File: src/rtl/array_sequencer.sv
// Sequencer for an NxN multiply-accumulate PE array: walks LOAD/COMPUTE/DRAIN per tile
// and decodes per-PE operand selects, add-zero controls and per-row accumulator strobes.

module array_sequencer_row #(
  parameter int N     = 4,
  parameter int ROW   = 0,
  parameter int CNT_W = 8
) (
  input  logic [1:0]     i_sel,
  input  logic           i_mac,
  input  logic           i_strobe,
  input  logic [CNT_W:0] i_cnt,
  output logic [2*N-1:0] o_mux,
  output logic [N-1:0]   o_az,
  output logic           o_av
);
  assign o_mux = {N{i_sel}};
  // Only row 0 starts a fresh sum; lower rows take the partial sum from above.
  assign o_az  = (ROW == 0) ? {N{i_mac}} : '0;
  assign o_av  = i_strobe && (i_cnt == (CNT_W+1)'(ROW));
endmodule

module array_sequencer #(
  parameter int N      = 4,
  parameter int CNT_W  = 8,
  parameter int TILE_W = 8
) (
  input  logic                clk_i,
  input  logic                rst_ni,
  input  logic                start_i,
  input  logic                ready_i,
  input  logic [CNT_W-1:0]    k_len_i,
  input  logic [TILE_W-1:0]   tiles_i,
  output logic [2*N*N-1:0]    mux_o,
  output logic [N*N-1:0]      add_zero_o,
  output logic [N-1:0]        acc_valid_o,
  output logic                busy_o,
  output logic                done_o,
  output logic [TILE_W-1:0]   tile_idx_o
);
  typedef enum logic [2:0] {S_IDLE, S_LOAD, S_COMP, S_DRAIN, S_DONE} state_t;

  localparam logic [1:0] SEL_HOLD = 2'd0;
  localparam logic [1:0] SEL_LOAD = 2'd1;
  localparam logic [1:0] SEL_COMP = 2'd2;

  state_t              r_state;
  logic [CNT_W:0]      r_cnt;
  logic [TILE_W-1:0]   r_tile;
  logic [CNT_W-1:0]    r_k;
  logic [TILE_W-1:0]   r_t;

  logic                w_run;
  logic                w_n_end;
  logic                w_k_end;
  logic                w_last;
  logic [CNT_W:0]      w_k_lim;
  logic [1:0]          w_sel;
  logic                w_mac;
  logic                w_strobe;

  assign w_run   = (r_state == S_LOAD) || (r_state == S_COMP) || (r_state == S_DRAIN);
  assign w_n_end = (r_cnt == (CNT_W+1)'(N-1));
  // One extra counter bit keeps K+N-2 exact at the largest K.
  assign w_k_lim = {1'b0, r_k} + (CNT_W+1)'(N-2);
  assign w_k_end = (r_cnt == w_k_lim);
  assign w_last  = ({1'b0, r_tile} + (TILE_W+1)'(1)) >= {1'b0, r_t};

  always_ff @(posedge clk_i or negedge rst_ni) begin
    if (!rst_ni) begin
      r_state <= S_IDLE;
      r_cnt   <= '0;
      r_tile  <= '0;
      r_k     <= '0;
      r_t     <= '0;
    end else begin
      case (r_state)
        S_IDLE: begin
          if (start_i) begin
            r_k     <= (k_len_i == '0) ? CNT_W'(1) : k_len_i;
            r_t     <= (tiles_i == '0) ? TILE_W'(1) : tiles_i;
            r_cnt   <= '0;
            r_tile  <= '0;
            r_state <= S_LOAD;
          end
        end
        S_LOAD: begin
          if (ready_i) begin
            if (w_n_end) begin
              r_cnt   <= '0;
              r_state <= S_COMP;
            end else begin
              r_cnt <= r_cnt + (CNT_W+1)'(1);
            end
          end
        end
        S_COMP: begin
          if (ready_i) begin
            if (w_k_end) begin
              r_cnt   <= '0;
              r_state <= S_DRAIN;
            end else begin
              r_cnt <= r_cnt + (CNT_W+1)'(1);
            end
          end
        end
        S_DRAIN: begin
          if (ready_i) begin
            if (w_n_end) begin
              r_cnt <= '0;
              if (w_last) begin
                r_state <= S_DONE;
              end else begin
                r_tile  <= r_tile + TILE_W'(1);
                r_state <= S_LOAD;
              end
            end else begin
              r_cnt <= r_cnt + (CNT_W+1)'(1);
            end
          end
        end
        S_DONE:  r_state <= S_IDLE;
        default: r_state <= S_IDLE;
      endcase
    end
  end

  // A stalled cycle holds every PE; add-zero follows state so partial sums stay consistent.
  assign w_sel    = (!w_run || !ready_i) ? SEL_HOLD :
                    (r_state == S_LOAD)  ? SEL_LOAD : SEL_COMP;
  assign w_mac    = (r_state == S_COMP) || (r_state == S_DRAIN);
  assign w_strobe = (r_state == S_DRAIN) && ready_i;

  for (genvar r = 0; r < N; r++) begin : g_row
    array_sequencer_row #(.N(N), .ROW(r), .CNT_W(CNT_W)) u_row (
      .i_sel    (w_sel),
      .i_mac    (w_mac),
      .i_strobe (w_strobe),
      .i_cnt    (r_cnt),
      .o_mux    (mux_o[r*2*N +: 2*N]),
      .o_az     (add_zero_o[r*N +: N]),
      .o_av     (acc_valid_o[r])
    );
  end

  assign busy_o     = (r_state != S_IDLE);
  assign done_o     = (r_state == S_DONE);
  assign tile_idx_o = (r_state == S_IDLE) ? '0 : r_tile;
endmodule

File: config.mk
export PLATFORM = sky130hd
export DESIGN_NAME = array_sequencer
export DESIGN_NICKNAME = d
export VERILOG_FILES = /design/src/rtl/array_sequencer.sv
export SDC_FILE = /design/constraint.sdc
export NUM_CORES = 1
export LEC_CHECK = 0
export CAP_MARGIN = 25
export CORE_MARGIN = 5
export CORE_UTILIZATION = 45
export CTS_BUF_LIST = sky130_fd_sc_hd__clkbuf_8
export CTS_CLUSTER_DIAMETER = 40
export CTS_CLUSTER_SIZE = 12
export DETAILED_ROUTE_END_ITERATION = 16
export PLACE_DENSITY_LB_ADDON = 0.15
export SYNTH_ARGS = -nofsm -noshare
export SYNTH_HDL_FRONTEND = slang
export SYNTH_SLANG_ARGS = --single-unit
File: constraint.sdc
create_clock -name clk_i -period 2.9 [get_ports clk_i]
set_clock_uncertainty 0.15 [all_clocks]
set_input_delay 0.725 -clock clk_i [delete_from_list [all_inputs] [get_ports clk_i]]
set_output_delay 0.725 -clock clk_i [all_outputs]
set_load 0.05 [all_outputs]
==> flow_summary.toml, run 1 <==
[drt]
drt-total-wl_mm = 6.33
dr_wl_met2_mm = 2.98
route.detailed.drc = 0
wl_met1_mm = 2.69
wl_per_cell_um = 14.3
drtIter0Drc = 156
top_layer_used = "met4"
ant_nets = 0
vias_per_cell = 5.25
vias = 2325
wl_met3_um = 623
firstDrtPassIters = 4

[timing]
hold_viol = 0
setup_slack_ns = 0.0947
holdWs_ns = 0.355
slew_viol_final = 0
setup_viol = 0
relSlewSlack_pct = 63.9
tightest_slew_ns = 0.540
fmax_ghz = 0.356
finalCritPeriodShare_pct = 96.7
rsz0062_at_grt = "false"
fin_crit_ns = 2.81

[cells_and_area]
final_common_cell = "buf_12"
num-fill-cells = 482
syn_to_final_growth_pct = 38.9
layout_common_cells = "38 x buf_12, 34 x buf_4, 34 x dfrtp_1"
final_nets = 401
stdcell_area_um2 = 3920
drive_gt1_share_pct = 32.9
diodes = 0
finalNonFillerCells = 443

[cts]
clock-sinks = 36
cts_max_path_buffers = 2
cts_buffers = 5
clk_pin_slew_worst_paths_ns = 0.08
cts_tree = "yes"
cts_root_buffer = "clkbuf_8"
clk-insertion-delay-late_ns = 0.29
h-tree-depth = 2

[grt]
grt_pass1_wl_mm = 10.3
grt_antenna_before_repair = 0
grt-ovfl-total = 0
grt_max_degree = 37
grt_pass1_vias = 2196
track_usage_pct = 16.2

[synthesis]
synth-seq-cells = 36
yosysWarnings = 0
synth_top_area_share_pct = 31.9
syn_avg_cell_area_um2 = 8.93
syn-instance-count = 316
synth_area_leaders = "dfrtp_1 32%, buf_4 14%, ha_1 6.2%"
synthArstFlopShare_pct = 100
yosysSeqAreaShare_pct = 31.9
synth-main-ff-cell = "dfrtp_1"
synth_top_cell_by_area = "dfrtp_1"
syn-cell-area_um2 = 2820
yosysUniqueCellTypes = 54
synth_edf_count = 0

[floorplan]
ios = 82
coreArea_um2 = 6030
num_rows = 28
fp.dieH_um = 89.2
dieArea_um2 = 7960
die_w_um = 89.2
initial_utilization_pct = 46.8

[placed_design]
gp_congestion = 0.852
dp_slack_ns = -0.0505
dpl.hpwl_mm = 4.95
placed_cell_area_um2 = 3700
placedCellCount = 430
io_buffers = 69

[outcome]
status = "complete, no violations"

[critical_path]
crit_type = "flop to primary output"
cp.arrival_ns = 1.93
cp.required_ns = 2.03
critPathLaunchType = "flop"
r2r.worst_path.cells = 10
crit_fanout = 6
end_kind = "primary output"

[worst_hold_path]
min_path_type = "flop to flop"
whs_path_depth = 2

[pwr]
vdd_drop_max_mv = 0.816
power_density_nw_per_um2 = 923
p_leak_uw = 0.00177

[job]
maxCapViolations = 0
## synth_stat cells (2+ instances only)
| master | count |
|---|---|
| dfrtp_1 | 36 |
| nor4_1 | 2 |
| ha_1 | 14 |
| o21ai_0 | 12 |
| or2_2 | 4 |
| a31o_1 | 2 |
| nand2_1 | 27 |
| inv_1 | 17 |
| buf_6 | 4 |
| a21oi_1 | 9 |
| mux2_2 | 14 |
| and3_1 | 4 |
| nor2_1 | 13 |
| nand2b_1 | 5 |
| o211ai_1 | 5 |
| clkbuf_1 | 2 |
| nand3_1 | 24 |
| and2_1 | 6 |
| buf_4 | 51 |
| or3_1 | 2 |
| buf_2 | 2 |
| o2111ai_1 | 2 |
| nor3_1 | 6 |
| xnor2_1 | 10 |
| nor2b_1 | 7 |
| and2b_1 | 2 |
| xor2_1 | 6 |
| o21ai_1 | 2 |
## layout make-up
class | count | area (um2) | share of cell area [%]
Clock buffer | 6 | 82.6 | 2.11
Clock inverter | 2 | 11.3 | 0.287
Inverter | 17 | 63.8 | 1.63
Multi-Input combinational cell | 214 | 1520 | 38.7
Sequential cell | 36 | 903 | 23.0
Tap cell | 75 | 93.8 | 2.39
Timing Repair Buffer | 93 | 1250 | 31.8
## where the power goes
| group | internal, uW | total (uW) | switching (uW) |
|---|---|---|---|
| Combinational | 1070 | 2390 | 1320 |
| Sequential | 658 | 857 | 199 |
| Clock | 190 | 370 | 181 |
## cell families (layout without fill, tap and decap cells)
group	after synthesis	in the layout	synth area share, %
and+or+nand+nor	109	109	19.8
AOI/OAI and AO/OA	48	48	12.9
xor gates and xnor gates	16	16	4.96
adders and majority gates	14	14	6.21
other	1	12	0.133
buffers and inverters	77	118	18.2
muxes	15	15	5.94
DFF	36	36	31.9
## through the flow
step | utilization (%) | TNS [ns] | total power [uW]
2_1_floorplan | - | 0 | 2440
3_3_place_gp | 61.4 | 0 | 3150
3_5_place_dp | 61.4 | -0.357 | 3190
4_1_cts | 63.8 | -0.0913 | 3620
5_1_grt | 65.1 | 0 | 3840
6_report | 65.1 | 0 | 3620
## path summary, 6_finish.rpt
| check | start | end | slack (ns) |
|---|---|---|---|
| max in group asynchronous | rst_ni | r_tile[2] | 1.54 |
| min in group asynchronous | rst_ni | r_cnt[8] | 0.71 |
| setup reg to reg | r_tile[2] | r_state[0] | 0.23 |
| hold reg to reg | r_t[0] | r_t[0] | 0.35 |
| hold / removal | r_t[0] | r_t[0] | 0.35 |
| setup / recovery | r_cnt[2] | acc_valid_o[2] | 0.09 |
## per-layer routing
metal | up-vias | track usage [%]
met2 | 94 | 26.7
met5 | - | 0
met3 | 4 | 3.50
met4 | 0 | 4.74
li1 | 1127 | -
met1 | 1100 | 21.3
## sequential cells by signal, summed over array words and instances, names as in the netlist
signal   count
r_state      3
r_tile       8
r_cnt        9
r_t          8
r_k          8
## critical path, stage by stage, from the launching register on
cell and delay, ns:
dfrtp_2 0.46, or4_4 0.57, nor3_2 0.19, buf_4 0.14, and2_4 0.14, buf_12 0.13
## what timing repair did
| action | in CTS | in global routing |
|---|---|---|
| setup endpoints to repair | 20 | 45 |
| hold buffers | 0 | 0 |
| cloned | 1 | 0 |
| pin swaps | 2 | 5 |
| gates resized for setup | 7 | 10 |
| buffers inserted | 1 | 3 |
(Power assumes the default switching activity.)
==> inputs of run 2 (changes only) <==
- CAP_MARGIN: 25 -> 20
- SKIP_LAST_GASP: not set -> 1
==> run 2 against run 1 <==
Compared with the run above:
- critical path type unchanged
- clock-buffer cell count stayed put
- worst setup slack better by 0.00062 ns
- fmax hardly changed
- clock power hardly changed
- die area stayed put
- combinational power hardly changed
- flip-flop and latch count stayed put
- highest routed layer unchanged
- global-route usage stayed put
==> flow_summary.toml, run 2 (synthesis results as in run 1) <==
[cells_and_area]
diodes = 0
layout_common_cells = "38 x buf_12, 34 x buf_4, 34 x dfrtp_1"
syn_to_final_growth_pct = 38.3
final_nets = 401
postLayoutCoreUtil_pct = 64.8
drive_gt1_share_pct = 32.3
stdcell_area_um2 = 3900
final_common_cell = "buf_12"
num-fill-cells = 487
largest_reg_flops = 9
regMostFlops = "r_cnt"

[pwr]
power_density_nw_per_um2 = 923
vdd_drop_max_mv = 0.816
p_leak_uw = 0.00177

[cts]
cts_max_path_buffers = 2
cts_root_buffer = "clkbuf_8"
clk-insertion-delay-late_ns = 0.29
h-tree-depth = 2
cts_buffers = 5
clk_pin_slew_worst_paths_ns = 0.08
cts_tree = "yes"
clock-sinks = 36
hold_buffers = 0

[timing]
rsz0062_at_grt = "true"
tightest_slew_ns = 0.562
fin_crit_ns = 2.80
relSlewSlack_pct = 62.5
setup_viol = 0
slew_viol_final = 0
finalCritPeriodShare_pct = 96.7
hold_viol = 0
setup_slack_ns = 0.0953
fmax_ghz = 0.357
setup_tns_ns = 0
holdWs_ns = 0.355

[floorplan]
ios = 82
initial_utilization_pct = 46.8
dieArea_um2 = 7960
num_rows = 28
fp.dieH_um = 89.2
die_w_um = 89.2
coreArea_um2 = 6030

[critical_path]
cp_slowest_cell = "or4_4"
cp.arrival_ns = 1.93
critPathLaunch = "r_cnt[2]"
crit_type = "flop to primary output"
crit_chain = "or4_4 -> nor3_2 -> buf_4 -> and2_4 -> buf_12"
cpLargestDelayFamily = "simple AND/OR/NAND/NOR gates"
crit_fanout = 6
cp.required_ns = 2.03
slowest_delay_ns = 0.57
critPathBufInv = 2
critPathLaunchType = "flop"
end_kind = "primary output"
reg2reg_from = "r_tile[0]"

[grt]
grt_max_degree = 37
track_usage_pct = 16.2
grt_antenna_before_repair = 0
grt-ovfl-total = 0
grt_pass1_vias = 2196
grt_pass1_wl_mm = 10.3

[drt]
wl_per_cell_um = 14.3
firstDrtPassIters = 4
drtIter0Drc = 138
vias = 2320
vias_per_cell = 5.24
route.detailed.drc = 0
ant_nets = 0
drt-total-wl_mm = 6.33

[worst_hold_path]
hp-start = "r_t[0]"
min_path_type = "flop to flop"

[placed_design]
io_buffers = 69
placed_cell_area_um2 = 3700
dp_slack_ns = -0.0505
gp_congestion = 0.852
dpl.hpwl_mm = 4.95

[job]
maxCapViolations = 0

[outcome]
status = "complete, no violations"
[run 2: power by group]
| group | internal [uW] | leakage (uW) | switching, uW |
|---|---|---|---|
| logic | 1060 | 0.00126 | 1320 |
| clock network | 190 | 0.0000486 | 180 |
| registers | 658 | 0.000458 | 198 |
| total | 1910 | 0.00177 | 1700 |
[run 2: what timing repair did]
item | in CTS | in global routing
cloned | 1 | 0
setup buffers | 1 | 3
pin swaps | 2 | 5
endpoints found under the setup margin | 20 | 45
gates resized for setup | 7 | 8
[run 2: per-stage QoR]
step	instances	total power, uW
floorplan	327	2440
global placement	430	3150
detailed placement	430	3190
CTS	440	3620
global route	443	3820
finish	443	3600
[run 2: path summary, 6_finish.rpt]
| check | cells past startpoint | to | slack, ns |
|---|---|---|---|
| setup / recovery | 5 | acc_valid_o[2] | 0.1 |
| hold / removal | 2 | r_t[0] | 0.35 |
| setup reg to reg | 10 | r_state[0] | 0.21 |
| hold reg to reg | 2 | r_t[0] | 0.35 |
| max in group asynchronous | 2 | r_cnt[2] | 1.54 |
| min in group asynchronous | 2 | r_cnt[8] | 0.70 |
[run 2: cell type report]
class,instances,area [um2],share of cell area [%]
Clock buffer,6,82.6,2.12
Clock inverter,2,11.3,0.289
Inverter,17,63.8,1.64
Multi-Input combinational cell,214,1500,38.5
Sequential cell,36,903,23.1
Tap cell,75,93.8,2.40
Timing Repair Buffer,93,1250,31.9
[run 2: tightest hold or removal path, cell delays in order (launching register included)]
cell and delay [ns]:
dfrtp_1 0.35, nand2_1 0.05, o21ai_0 0.06
[run 2: per-layer routing]
| layer | vias up | routed length [um] | GRT usage (%) |
|---|---|---|---|
| met5 | - | 0 | 0 |
| met4 | 0 | 63 | 4.74 |
| met3 | 7 | 618 | 3.50 |
| met2 | 93 | 2950 | 26.7 |
| met1 | 1093 | 2700 | 21.3 |
| li1 | 1127 | - | - |
==> inputs of run 3 (changes only) <==
- PLACE_DENSITY: not set -> 0.79
- PLACE_DENSITY_LB_ADDON: 0.15 -> not set
- TNS_END_PERCENT: not set -> 20
==> run 3 against run 2 <==
Compared with the run above:
- combinational power is essentially flat
- clock power grew 2%
- final cell count is the same
- critical path depth shrank 3
- die area is the same
- highest routed layer unchanged
- worst hold slack lost 0.0035 ns
==> flow_summary.toml, run 3 (synthesis results as in run 1) <==
[grt]
grt_max_degree = 37
grt_pass1_wl_mm = 10.1
grt_antenna_before_repair = 0
track_usage_pct = 16.0
grt-ovfl-total = 0
grt_pass1_vias = 2182

[pwr]
power_density_nw_per_um2 = 932
vdd_drop_max_mv = 0.786
p_sw_uw = 1700
p_int_uw = 1910
combPwrFrac_pct = 66.0
clockPowerShare_pct = 10.5
swShare_pct = 47.1
p_leak_uw = 0.00175
sequentialPowerShare_pct = 23.5

[cts]
clk_pin_slew_worst_paths_ns = 0.08
cts_tree = "yes"
cts_buffers = 5
cts_max_path_buffers = 2
clock-sinks = 36
hold_buffers = 0
h-tree-depth = 2
clk-insertion-delay-late_ns = 0.29
cts_root_buffer = "clkbuf_8"

[critical_path]
crit_type = "flop to primary output"
worst-path-stages = 2
crit_chain = "nor2b_1 -> clkdlybuf4s50_1"
crit_fanout = 9
cpLargestDelayFamily = "buffers and inverters"
slowest_delay_ns = 0.86
end_kind = "primary output"
cp.arrival_ns = 2.00
cp.required_ns = 2.03
critPathBufInv = 1
r2r.worst_path.cells = 10
critPathLaunchType = "flop"
cp_slowest_cell = "clkdlybuf4s50_1"

[timing]
setup_tns_ns = 0
fmax_ghz = 0.347
tightest_slew_ns = 0.545
fin_crit_ns = 2.88
relSlewSlack_pct = 63.5
finalCritPeriodShare_pct = 99.3
setup_viol = 0
slew_viol_final = 0
hold_viol = 0
setup_slack_ns = 0.0208
rsz0062_at_grt = "true"

[drt]
vias_per_cell = 5.33
drtIter0Drc = 179
ant_nets = 0
firstDrtPassIters = 7
drt-total-wl_mm = 6.43
route.detailed.drc = 0
wl_per_cell_um = 14.5
vias = 2362

[cells_and_area]
multi_input_area_um2 = 1490
drive_gt1_share_pct = 29.9
final_nets = 401
diodes = 0
largest_reg_flops = 9
syn_to_final_growth_pct = 37.2
layout_common_cells = "38 x buf_12, 36 x dfrtp_1, 31 x buf_4"
num-fill-cells = 492
regMostFlops = "r_cnt"
regArea_um2 = 901
final_common_cell = "buf_12"

[placed_design]
gp_congestion = 0.852
io_buffers = 69
dp_slack_ns = -0.0817
dpl.hpwl_mm = 4.78

[floorplan]
coreArea_um2 = 6030
initial_utilization_pct = 46.8
die_w_um = 89.2
fp.dieH_um = 89.2
dieArea_um2 = 7960
ios = 82
num_rows = 28

[outcome]
status = "complete, no violations"

[worst_hold_path]
min_path_type = "flop to flop"
whs_path_depth = 2

[job]
maxCapViolations = 0
run 3: cell count changes in the layout (fill, tap and decap cells not counted), sizes merged:
cell,before,now
buf,73,69
clkdlybuf4s50,19,22
dlygate4sd2,0,1
run 3: per-layer routing:
metal / wire (um) / track usage (%) / share of wire, % / vias up
met5: 0 / 0 / 0 / -
met4: 60 / 4.74 / 0.93 / 0
met3: 666 / 3.87 / 10 / 10
met2: 3030 / 26.4 / 47 / 124
met1: 2670 / 21.0 / 42 / 1103
li1: - / - / - / 1125
run 3: worst paths after layout:
path                            start       endpoint  slack, ns
max reg2reg                 r_tile[1]     r_state[0]       0.10
min in group asynchronous      rst_ni       r_cnt[5]       0.70
min                            r_t[0]         r_t[0]       0.35
max                        r_state[1]  add_zero_o[0]       0.02
min reg2reg                    r_t[0]         r_t[0]       0.35
max in group asynchronous      rst_ni         r_t[1]       1.58
run 3: area by class of cell:
type	count	share of cell area [%]
multi-input combinational	214	38.4
timing repair buffer	93	31.9
sequential	36	23.3
tap	75	2.42
clock buffer	6	2.13
inverter	17	1.65
clock inverter	2	0.291
run 3: power groups by stage:
stage,clock (uW),sequential (uW),combinational [uW]
2_1_floorplan,0,776,1660
3_3_place_gp,0,844,2270
3_5_place_dp,0,855,2320
4_1_cts,381,845,2390
5_1_grt,409,881,2530
6_report,377,849,2380
run 3: metrics by stage:
step           utilization [%]  cell area [um2]  power [uW]  hold WS, ns  std cells
3_5_place_dp              60.9             3670        3180        0.334        425
4_1_cts                   64.0             3850        3620        0.351        443
5_1_grt                   64.3             3870        3820        0.380        443
6_report                  64.3             3870        3610        0.351        443
3_3_place_gp              60.9             3670        3120        0.327        425
2_1_floorplan                -             2870        2440        0.279        327
run 3: timing repair:
item / CTS / global route
pin swaps: 2 / 1
setup buffers: 10 / 0
endpoints found under the setup margin: 20 / 16
resized for setup: 6 / 4
run 3: worst min-delay path, delay by kind of cell (launching register included):
kind	cells	cell delay, ns
compound gates	1	0.07
simple gates	1	0.06
flops	1	0.34
